===== src/rtl/cpu_defs.sv =====
// Shared encodings for the multi-cycle MIPS-subset controller: opcodes, funct
// codes, ALU/PC select codes, FSM states and decoded instruction classes.
package cpu_defs;

  localparam logic [5:0] OP_RTYPE = 6'b000000;
  localparam logic [5:0] OP_ADDI  = 6'b001000;
  localparam logic [5:0] OP_ANDI  = 6'b001100;
  localparam logic [5:0] OP_ORI   = 6'b001101;
  localparam logic [5:0] OP_LW    = 6'b100011;
  localparam logic [5:0] OP_SW    = 6'b101011;
  localparam logic [5:0] OP_BEQ   = 6'b000100;
  localparam logic [5:0] OP_BNE   = 6'b000101;
  localparam logic [5:0] OP_J     = 6'b000010;

  localparam logic [5:0] FN_ADD = 6'b100000;
  localparam logic [5:0] FN_SUB = 6'b100010;
  localparam logic [5:0] FN_AND = 6'b100100;
  localparam logic [5:0] FN_OR  = 6'b100101;

  localparam logic [1:0] ALUC_ADD = 2'b00;
  localparam logic [1:0] ALUC_SUB = 2'b01;
  localparam logic [1:0] ALUC_AND = 2'b10;
  localparam logic [1:0] ALUC_OR  = 2'b11;

  localparam logic [1:0] PCSRC_PC4 = 2'b00;
  localparam logic [1:0] PCSRC_BR  = 2'b10;
  localparam logic [1:0] PCSRC_JMP = 2'b11;

  localparam int unsigned WAIT_W = 8;

  typedef enum logic [2:0] {
    S_IF   = 3'b000,
    S_ID   = 3'b001,
    S_EX   = 3'b010,
    S_MEM  = 3'b011,
    S_WB   = 3'b100,
    S_HALT = 3'b101
  } state_e;

  typedef enum logic [2:0] {
    IC_ALU_R,
    IC_ALU_I,
    IC_LOAD,
    IC_STORE,
    IC_BEQ,
    IC_BNE,
    IC_JUMP,
    IC_ILLEGAL
  } iclass_e;

endpackage


===== src/rtl/inst_decode.sv =====
// Combinational opcode/funct decoder: instruction class plus the ALU and
// extender selects that stay constant for the life of the instruction.
module inst_decode
  import cpu_defs::*;
(
  input  logic [5:0] op_i,
  input  logic [5:0] func_i,
  output iclass_e    cls_o,
  output logic [1:0] aluc_o,
  output logic       se_o,
  output logic       regrt_o,
  output logic       aluqb_o
);

  always_comb begin
    cls_o   = IC_ILLEGAL;
    aluc_o  = ALUC_ADD;
    se_o    = 1'b0;
    regrt_o = 1'b0;
    aluqb_o = 1'b0;
    case (op_i)
      OP_RTYPE: begin
        case (func_i)
          FN_ADD: begin cls_o = IC_ALU_R; aluc_o = ALUC_ADD; se_o = 1'b1; end
          FN_SUB: begin cls_o = IC_ALU_R; aluc_o = ALUC_SUB; se_o = 1'b1; end
          FN_AND: begin cls_o = IC_ALU_R; aluc_o = ALUC_AND; se_o = 1'b1; end
          FN_OR:  begin cls_o = IC_ALU_R; aluc_o = ALUC_OR;  se_o = 1'b1; end
          default: cls_o = IC_ILLEGAL;
        endcase
      end
      OP_ADDI: begin
        cls_o = IC_ALU_I; aluc_o = ALUC_ADD; se_o = 1'b1; regrt_o = 1'b1; aluqb_o = 1'b1;
      end
      OP_ANDI: begin
        cls_o = IC_ALU_I; aluc_o = ALUC_AND; regrt_o = 1'b1; aluqb_o = 1'b1;
      end
      OP_ORI: begin
        cls_o = IC_ALU_I; aluc_o = ALUC_OR; regrt_o = 1'b1; aluqb_o = 1'b1;
      end
      OP_LW: begin
        cls_o = IC_LOAD; se_o = 1'b1; regrt_o = 1'b1; aluqb_o = 1'b1;
      end
      OP_SW: begin
        cls_o = IC_STORE; se_o = 1'b1; regrt_o = 1'b1; aluqb_o = 1'b1;
      end
      OP_BEQ: begin
        cls_o = IC_BEQ; aluc_o = ALUC_SUB; se_o = 1'b1; regrt_o = 1'b1;
      end
      OP_BNE: begin
        cls_o = IC_BNE; aluc_o = ALUC_SUB; se_o = 1'b1; regrt_o = 1'b1;
      end
      OP_J:    cls_o = IC_JUMP;
      default: cls_o = IC_ILLEGAL;
    endcase
  end

endmodule


===== src/rtl/multicycle_ctrl.sv =====
// Multi-cycle sequencer for the MIPS-subset datapath: IF/ID/EX/MEM/WB steps,
// variable-latency memory handshake, sticky halt on illegal opcode or timeout.
module multicycle_ctrl
  import cpu_defs::*;
#(
  parameter int unsigned WAIT_MAX = 15
) (
  input  logic       Clk,
  input  logic       Clrn,
  input  logic [5:0] Op,
  input  logic [5:0] Func,
  input  logic       Z,
  input  logic       Mrdy,
  output logic       Mreq,
  output logic       Iord,
  output logic       Wir,
  output logic       Wpc,
  output logic [1:0] Pcsrc,
  output logic       Wreg,
  output logic       Wmem,
  output logic       Regrt,
  output logic       Se,
  output logic       Aluqb,
  output logic [1:0] Aluc,
  output logic       Reg2reg,
  output logic       Retire,
  output logic       Halt,
  output logic       Err,
  output logic [2:0] State
);

  localparam logic [WAIT_W-1:0] WAIT_LIM = WAIT_W'(WAIT_MAX);

  state_e            state_q, state_d;
  logic [WAIT_W-1:0] cnt_q, cnt_d;
  logic              err_q, err_d;

  iclass_e    cls;
  logic [1:0] dec_aluc;
  logic       dec_se;
  logic       dec_regrt;
  logic       dec_aluqb;

  inst_decode u_dec (
    .op_i    (Op),
    .func_i  (Func),
    .cls_o   (cls),
    .aluc_o  (dec_aluc),
    .se_o    (dec_se),
    .regrt_o (dec_regrt),
    .aluqb_o (dec_aluqb)
  );

  always_ff @(posedge Clk or negedge Clrn) begin
    if (!Clrn) begin
      state_q <= S_IF;
      cnt_q   <= '0;
      err_q   <= 1'b0;
    end else begin
      state_q <= state_d;
      cnt_q   <= cnt_d;
      err_q   <= err_d;
    end
  end

  // cnt_d defaults to zero, so any state change clears the wait counter.
  always_comb begin
    state_d = state_q;
    cnt_d   = '0;
    err_d   = err_q;
    Mreq    = 1'b0;
    Iord    = 1'b0;
    Wir     = 1'b0;
    Wpc     = 1'b0;
    Pcsrc   = PCSRC_PC4;
    Wreg    = 1'b0;
    Wmem    = 1'b0;
    Regrt   = 1'b0;
    Se      = 1'b0;
    Aluqb   = 1'b0;
    Aluc    = ALUC_ADD;
    Reg2reg = 1'b0;
    Retire  = 1'b0;
    case (state_q)
      S_IF: begin
        Mreq = 1'b1;
        if (Mrdy) begin
          Wir     = 1'b1;
          Wpc     = 1'b1;
          Pcsrc   = PCSRC_PC4;
          state_d = S_ID;
        end else if (cnt_q == WAIT_LIM) begin
          state_d = S_HALT;
          err_d   = 1'b1;
        end else begin
          cnt_d = cnt_q + 1'b1;
        end
      end
      S_ID: begin
        if (cls == IC_ILLEGAL) begin
          state_d = S_HALT;
        end else if (cls == IC_JUMP) begin
          Wpc     = 1'b1;
          Pcsrc   = PCSRC_JMP;
          Retire  = 1'b1;
          state_d = S_IF;
        end else begin
          state_d = S_EX;
        end
      end
      S_EX: begin
        Aluc  = dec_aluc;
        Aluqb = dec_aluqb;
        Se    = dec_se;
        Regrt = dec_regrt;
        case (cls)
          IC_BEQ, IC_BNE: begin
            Retire  = 1'b1;
            state_d = S_IF;
            if ((cls == IC_BEQ && Z) || (cls == IC_BNE && !Z)) begin
              Wpc   = 1'b1;
              Pcsrc = PCSRC_BR;
            end
          end
          IC_LOAD, IC_STORE: state_d = S_MEM;
          default:           state_d = S_WB;
        endcase
      end
      S_MEM: begin
        // ALU selects held so the address in R stays stable for the access.
        Aluc  = dec_aluc;
        Aluqb = dec_aluqb;
        Se    = dec_se;
        Regrt = dec_regrt;
        Mreq  = 1'b1;
        Iord  = 1'b1;
        Wmem  = (cls == IC_STORE);
        if (Mrdy) begin
          if (cls == IC_STORE) begin
            Retire  = 1'b1;
            state_d = S_IF;
          end else begin
            state_d = S_WB;
          end
        end else if (cnt_q == WAIT_LIM) begin
          state_d = S_HALT;
          err_d   = 1'b1;
        end else begin
          cnt_d = cnt_q + 1'b1;
        end
      end
      S_WB: begin
        Aluc    = dec_aluc;
        Aluqb   = dec_aluqb;
        Se      = dec_se;
        Regrt   = dec_regrt;
        Wreg    = 1'b1;
        Reg2reg = (cls != IC_LOAD);
        Retire  = 1'b1;
        state_d = S_IF;
      end
      S_HALT: state_d = S_HALT;
      default: begin
        state_d = S_HALT;
        err_d   = 1'b1;
      end
    endcase
  end

  assign Halt  = (state_q == S_HALT);
  assign Err   = err_q;
  assign State = state_q;

endmodule


===== config.mk =====
export PLATFORM = sky130hd
export DESIGN_NAME = multicycle_ctrl
export DESIGN_NICKNAME = d
export VERILOG_FILES = /design/src/rtl/cpu_defs.sv /design/src/rtl/inst_decode.sv /design/src/rtl/multicycle_ctrl.sv
export SDC_FILE = /design/constraint.sdc
export NUM_CORES = 1
export LEC_CHECK = 0
export CORE_ASPECT_RATIO = 0.8
export CORE_MARGIN = 4
export CORE_UTILIZATION = 29
export DETAILED_ROUTE_END_ITERATION = 8
export PLACE_DENSITY = 0.58
export SLEW_MARGIN = 20
export SYNTH_ARGS = -nofsm -noshare
export SYNTH_HDL_FRONTEND = slang
export SYNTH_SLANG_ARGS = --single-unit

===== constraint.sdc =====
create_clock -name Clk -period 3 [get_ports Clk]
set_input_delay 0.45 -clock Clk [delete_from_list [all_inputs] [get_ports Clk]]
set_output_delay 0.45 -clock Clk [all_outputs]
set_load 0.1 [all_outputs]

==> reports/qor.csv, run 1 <==
metric,value,unit
tightest_slew,0.620,ns
clockBufferDepth,2,
vias,1141,
status,"finished, final reports clean",
total_leakage_power,0.674,nW
port_buffers,35,
fin_util,52.4,%
cts_sinks,12,
worstPathArrival,2.39,ns
tritoncts,done,
ys.flop_type,dfrtp_1,
cts_made_buffers,3,
finClkSkew,0.00403,ns
yosys-top-cells-area,"dfrtp_1, nor2_1, a21oi_1",
dieArea,4490,µm²
synthCells,127,
netlist_top_cells_count,"nor2_1, dfrtp_1, nand2_1, a21oi_1, nor3_1",
antenna_found_initial,0,
max_freq,0.353,GHz
synth-edff-count,0,
yosys_warnings,0,
start_util,31.3,%
core,3220,µm²
gp_congestion,0.911,
p_per_area,841,nW/µm²
yosysUniqueCellTypes,48,
finalWirelength,3240,µm
hold_buffers,0,
place_ws,0.145,ns
crit_fanout,8,
grt_first_pass_wirelength,5720,µm
num_rows,18,
drt_pass1_iterations,4,
layout_min_cycle_time,2.84,ns
fp.dieW,73.9,µm
ant_nets,0,
clk_pin_slew,0.05,ns
yosysTopAreaCellShare,29.8,%
area_delta_synth_final,67.5,%
hpwlAfterDp,2740,µm
post_cts_buffers,0,
ctsResizeCount,0,
drive_above_1_share,32.2,%
synth_top_area_cell,dfrtp_1,
startpoint_type,input pin,
grt.overflow.total,0,
max-slew-margin-rel,58.7,%
max-cap-violations,0,
first_global_vias,1182,
fp.dieH,60.7,µm
syn_area_per_cell,7.94,µm²
final-setup-viol-count,0,
syn-num-nets,144,
crit_type,in2out,
cts_max_level,1,
avgRoutedWirePerCell,15.3,µm
track_usage,16.3,%
clk_latency,0.24,ns
layout.nets,189,
layout_setup_ws,0.164,ns
synth_area,1010,µm²
synth-seq-area-share,29.8,%
antennaDiodeCount,0,
drv_slew,0,
synth_most_common_cell,nor2_1,
hp-class,reg2reg,
worst_setup_path_end_kind,primary output,
drt_first_iter_violations,61,
period_share,94.5,%
rsz0062_at_grt,false,
drc,0,
ys_ff_latch,12,
via_per_inst,5.41,
cts-root-buf,clkbuf_8,
hold_viol_final,0,
grt_max_degree,13,
io_pins,36,
crit_required,2.55,ns
async_flop_share,100,%
ir_drop,728,µV
==> state kept, by name, summed over array words and instances, names as in the netlist <==
signal / count
cnt_q: 8
State: 3
Err: 1
==> power breakdown <==
group / switching, mW / internal [mW] / leakage [nW] / total [mW]
sequential: 0.0496 / 0.197 / 0.156 / 0.246
clock: 0.0565 / 0.0934 / 0.0228 / 0.150
combinational: 0.743 / 0.282 / 0.496 / 1.02
==> path summary, 6_finish.rpt <==
path,startpoint,to,slack [ns],depth (start not counted)
max,Op[1],Wpc,0.16,7
min,cnt_q[0]$_DFF_PN0_,cnt_q[0]$_DFF_PN0_,0.46,1
max reg2reg,cnt_q[4]$_DFF_PN0_,State[2]$_DFF_PN0_,1.30,5
min reg2reg,cnt_q[0]$_DFF_PN0_,cnt_q[0]$_DFF_PN0_,0.46,1
max in group asynchronous,Clrn,State[2]$_DFF_PN0_,2.02,1
min in group asynchronous,Clrn,State[1]$_DFF_PN0_,0.57,1
==> layout make-up <==
class,instances,area [µm²]
sequential,12,309
fill,288,1530
multi-input combinational,105,753
inverter,6,26.3
tap,40,50.0
clock buffer,4,45.0
timing repair buffer,44,505
==> stage by stage <==
step                std cells  TNS [ns]  hold slack [ns]  instance area [µm²]  total power [mW]
finish                    211         0            0.464                 1690              1.42
CTS                       211         0            0.470                 1690              1.43
global route              211         0            0.485                 1690              1.49
detailed placement        207         0            0.463                 1640              1.27
global placement          207         0            0.442                 1640              1.27
floorplan                 127    -0.673            0.154                 1120             0.998
==> critical path, cell delays in order <==
cell and delay [ns]:
clkdlybuf4s50_1 0.52, or3_4 0.47, o32ai_2 0.14, o21ai_2 0.13
xor2_1 0.17, o211ai_1 0.29, buf_12 0.22
==> per-layer routing <==
metal / vias up / wire [µm] / track usage, %
li1: 554 / - / -
met1: 555 / 1640 / 23.5
met2: 30 / 1400 / 24.5
met3: 2 / 174 / 4.80
met4: 0 / 27 / 2.58
met5: - / 0 / 0
==> cell families after synthesis <==
family          count (synthesis)  synth area share, %
simple gates                   61                 31.6
flops                          12                 29.8
mux                             1                0.993
compound gates                 35                 25.9
buf+inv                        10                 4.34
xor+xnor                        7                 6.08
fa+ha+maj                       1                 1.24
==> placed cells by master (no fill, tap or decap), drive strengths merged, types with 2 or more instances in the layout <==
cell type,n
nor3,6
nor3b,2
nand3,5
o21ai,6
clkbuf,4
clkdlybuf4s50,15
inv,4
nor2,17
a221o,2
xnor2,4
and3,4
a21boi,2
nand4b,3
dfrtp,12
a21oi,9
nand2,12
or2,2
buf,29
xor2,3
o211ai,3
or3,4
Power figures use the tool's default switching activity.
==> run 2: changes to the inputs <==
--- a/config.mk
+++ b/config.mk
@@ -5,7 +5,8 @@
 export SDC_FILE = /design/constraint.sdc
 export NUM_CORES = 1
 export LEC_CHECK = 0
-export CORE_ASPECT_RATIO = 0.8
+export CAP_MARGIN = 15
+export CORE_ASPECT_RATIO = 1.75
 export CORE_MARGIN = 4
 export CORE_UTILIZATION = 29
 export DETAILED_ROUTE_END_ITERATION = 8
==> constraint.sdc (replaced) <==
create_clock -name Clk -period 2.91 [get_ports Clk]
set_input_delay 0.4365 -clock Clk [delete_from_list [all_inputs] [get_ports Clk]]
set_output_delay 0.4365 -clock Clk [all_outputs]
set_load 0.1 [all_outputs]
==> run 2 against run 1 <==
Compared with the run above: combinational power barely moved; largest cell class unchanged; final cell count increased by 0.47%; sequential power rose by 4%; critical path depth unchanged; utilization shrank 2.6 points; die area grew 0.69%; sequential share of layout area is 0.30 points higher; register-to-register slack got worse by 0.04 ns; final area shrank 0.81%; clock-buffer cell count unchanged; clock power about the same.
==> reports/qor.csv, run 2 (synthesized netlist as in run 1, its figures left out) <==
metric,value,unit,change
cts-root-buf,clkbuf_8,,
worst_setup_path_end_kind,primary output,,
critPathMaxStageDelay,0.52,ns,about the same
hold_buffers,0,,unchanged
crit_buf_inv,2,,unchanged
drive_above_1_share,31.1,%,-1.0 points
fp.dieW,52.6,µm,-29%
clockBufferDepth,2,,unchanged
largest_register_ffs,8,,unchanged
drv_slew,0,,unchanged
drt_pass1_iterations,4,,unchanged
critPathTopFamily,buffers and inverters,,
cts_max_level,1,,unchanged
tritoncts,done,,
max-slew-margin-rel,38.0,%,-21 points
tns,0,ns,unchanged
grt_max_degree,13,,unchanged
rsz0062_at_grt,false,,
status,"finished, final reports clean",,
layout_min_cycle_time,2.79,ns,
crit_required,2.47,ns,-0.08 ns
fp.dieH,86.0,µm,+42%
layout.nets,185,,-2.1%
start_util,30.0,%,-1.3 points
holdWs,0.455,ns,-0.00838 ns
top_register,cnt_q,,
max-cap-violations,0,,unchanged
hold_viol_final,0,,unchanged
crit_type,in2out,,
cts_sinks,12,,unchanged
cts_made_buffers,3,,unchanged
total_leakage_power,0.657,nW,-2.6%
fin_util,49.8,%,-2.6 points
finalWirelength,3120,µm,-3.7%
design_area,1680,µm²,-0.81%
clk_pin_slew,0.05,ns,about the same
antennaDiodeCount,0,,unchanged
dieArea,4520,µm²,+0.69%
grt_first_pass_wirelength,5420,µm,-5.3%
num_rows,28,,+10
crit_fanout,8,,unchanged
io_pins,36,,unchanged
startpoint_type,input pin,,
track_usage,15.6,%,-0.71 points
max_freq,0.358,GHz,
period_share,96.0,%,
place_ws,0.107,ns,-0.0382 ns
ir_drop,681,µV,-6.5%
core,3360,µm²,+4.4%
p_per_area,866,nW/µm²,+3.0%
antenna_found_initial,0,,unchanged
worstPathArrival,2.36,ns,-0.03 ns
most-common-layout-cells,"nor2_1, clkdlybuf4s50_1, buf_4, nand2_1, buf_12",,
tightest_slew,0.930,ns,+0.310 ns
avgRoutedWirePerCell,14.7,µm,-4.2%
postPlaceCellArea,1630,µm²,-0.84%
path_cells,"clkdlybuf4s50_1, or3_4, o32ai_2, o21ai_2, xor2_1, o211ai_1, buf_12",,
ant_nets,0,,unchanged
clk_latency,0.23,ns,about the same
gp_congestion,0.832,,-8.6%
hpwlAfterDp,2710,µm,-1.2%
critPathSlowestCell,clkdlybuf4s50_1,,
via_per_inst,5.24,,-3.1%
place_inst,208,,+0.48%
stdcell_count,212,,+0.47%
ctsResizeCount,0,,unchanged
final-setup-viol-count,0,,unchanged
drc,0,,unchanged
port_buffers,35,,unchanged
post_cts_buffers,0,,unchanged
grt.overflow.total,0,,unchanged
finClkSkew,0.00352,ns,-0.000507 ns
layout_setup_ws,0.116,ns,-0.0476 ns
first_global_vias,1259,,+6.5%
drt_first_iter_violations,13,,-79%
vias,1111,,-2.6%
p_total,1.45,mW,+2.1%
area_delta_synth_final,66.1,%,
hp-class,reg2reg,,
run 2: worst paths after layout:
path	slack [ns]	from	depth (start not counted)	to
max	0.12	Op[1]	7	Wpc
min	0.46	cnt_q[0]$_DFF_PN0_	1	cnt_q[0]$_DFF_PN0_
max reg2reg	1.26	cnt_q[0]$_DFF_PN0_	6	State[0]$_DFF_PN0_
min reg2reg	0.46	cnt_q[0]$_DFF_PN0_	1	cnt_q[0]$_DFF_PN0_
max in group asynchronous	1.96	Clrn	1	State[1]$_DFF_PN0_
min in group asynchronous	0.55	Clrn	1	State[2]$_DFF_PN0_
run 2: worst register-to-register path: cells and delay by family, from the launching register on:
family	cells	cell delay, ns
compound gates	3	0.62
fa+ha+maj	1	0.22
flops	1	0.38
simple gates	2	0.29
run 2: where the power goes:
part           switching (mW)  internal [mW]
Sequential             0.0498          0.207
Combinational           0.760          0.287
Clock                  0.0521         0.0957
Total                   0.862          0.589
run 2: cell type report:
| class | count | area, µm² |
|---|---|---|
| clock buffers | 4 | 45.0 |
| fillers | 331 | 1690 |
| inverters | 6 | 26.3 |
| multi-input cells | 105 | 761 |
| flip-flops and latches | 12 | 312 |
| well taps | 45 | 56.3 |
| repair buffers | 40 | 475 |
run 2: metal layers:
metal / track usage, % / share of wire [%] / up-vias
met5: 0 / 0 / -
met2: 31.7 / 60 / 36
met4: 7.21 / 2.6 / 0
li1: - / - / 544
met1: 12.8 / 32 / 523
met3: 3.65 / 5.0 / 8
==> RTL change: new RTL, settings of run 2 <==
Put one more register stage on the output `Err`, without a reset. The value now appears one clock later. The other outputs are not delayed to match.
--- a/src/rtl/multicycle_ctrl.sv
+++ b/src/rtl/multicycle_ctrl.sv
@@ -168,7 +168,9 @@
   end
 
   assign Halt  = (state_q == S_HALT);
-  assign Err   = err_q;
+  always_ff @(posedge Clk) begin
+    Err <= err_q;
+  end
   assign State = state_q;
 
 endmodule
Check against the original RTL: no difference found for any inputs over 10 cycles, from zero or initial values; that may be too few to reach the edited logic, so the function may still have changed.
==> RTL change against run 2 <==
- cell area increased by 1.5%
- setup slack improved by 26 ps
- non-clock buffer count unchanged
- sequential cell count increased by 1
- total power increased by 2.7%
- routed wire length increased by 7.6%
- area after synthesis increased by 2.0%
- synthesized cell count increased by 0.79%
- cell count increased by 0.47%
- via count increased by 1.6%
- critical path type unchanged
==> RTL change: results (changes against run 2) <==
layout cells sized above 1=31.55% (+0.41 points); routing usage on met3=1.549% (-2.1 points); sink of the worst hold path=Err$_DFF_P_; top cells by area, synth=dfrtp_1 29%, nor2_1 6.2%, a21oi_1 4.4%; Detailed Routing Iterations Pass 1=5 (+1); Seq/Total Area, Yosys=31.14% (+1.4 points); Worst Skew=1.104 ps (-2.419 ps); largest register by flop count=cnt_q; Post-Syn Nets=145 (+0.69%); Synth async-reset ratio=92.31% (-7.7 points); status=completed; vias in the first global route=1,175 (-6.7%); met2 routed WL=1982 um (+6.1%); gr usage total=15.95% (+0.38 points); Slew @ Worst Pin=984.8 ps (+54.65 ps); Sw Ratio=59.01% (-0.40 points); share of the clock period used by the worst path=95.12% (-0.90 points); placed cell areas=1650 um2 (+1.2%); HP Start=err_q$_DFFE_PN0P_; met3 WL=164 um (+4.5%); GP Congestion=0.8683 (+4.4%); final std cells w/o fill=213 (+0.47%); violation count after the first detailed-route iteration=20 (+7); Min Hold Slack=383.2 ps (-72.26 ps); M1 GR Usage=13.34% (+0.56 points); first-pass GRT wire length=5430 um (+0.26%); met1 wire length=1016 um (+0.89%); vias per cell=5.300 (+1.1%); Global Route met2 Usage=32.24% (+0.57 points); ys flop type=dfrtp_1; HPWL Detailed=2881 um (+6.4%); Worst IR Drop VDD=0.7162 mV (+5.2%); average cell area after synthesis=8.035 um2 (+1.2%)
[RTL change: changes by cell type in the layout (fill, tap and decap cells not counted), sizes merged]
| cell | run 2 | this run |
|---|---|---|
| dfxtp | 0 | 1 |
[RTL change: kinds of logic (layout without fill, tap and decap cells)]
family	after synthesis	after routing	synth area share [%]
simple gates	61	61	31.02
mux	1	1	0.9733
flops	13	13	31.14
compound gates	35	35	25.43
buf+inv	10	50	4.258
xor+xnor	7	7	5.961
fa+ha+maj	1	1	1.216
[RTL change: power by group through the flow]
stage | Combinational (mW) | Sequential [mW] | Clock (mW)
final | 1.05 | 0.280 | 0.155
after global routing | 1.10 | 0.289 | 0.169
after CTS | 1.06 | 0.281 | 0.160
after detailed placement | 1.06 | 0.284 | 0
after global placement | 1.06 | 0.281 | 0
after floorplan | 0.646 | 0.421 | 0
[RTL change: final cells by class]
class                   count  area, um2
clock buffers               4      45.04
well taps                  45      56.30
inverters                   6      26.28
fillers                   347       1698
repair buffers             40      475.5
flip-flops and latches     13      331.6
multi-input cells         105      765.7
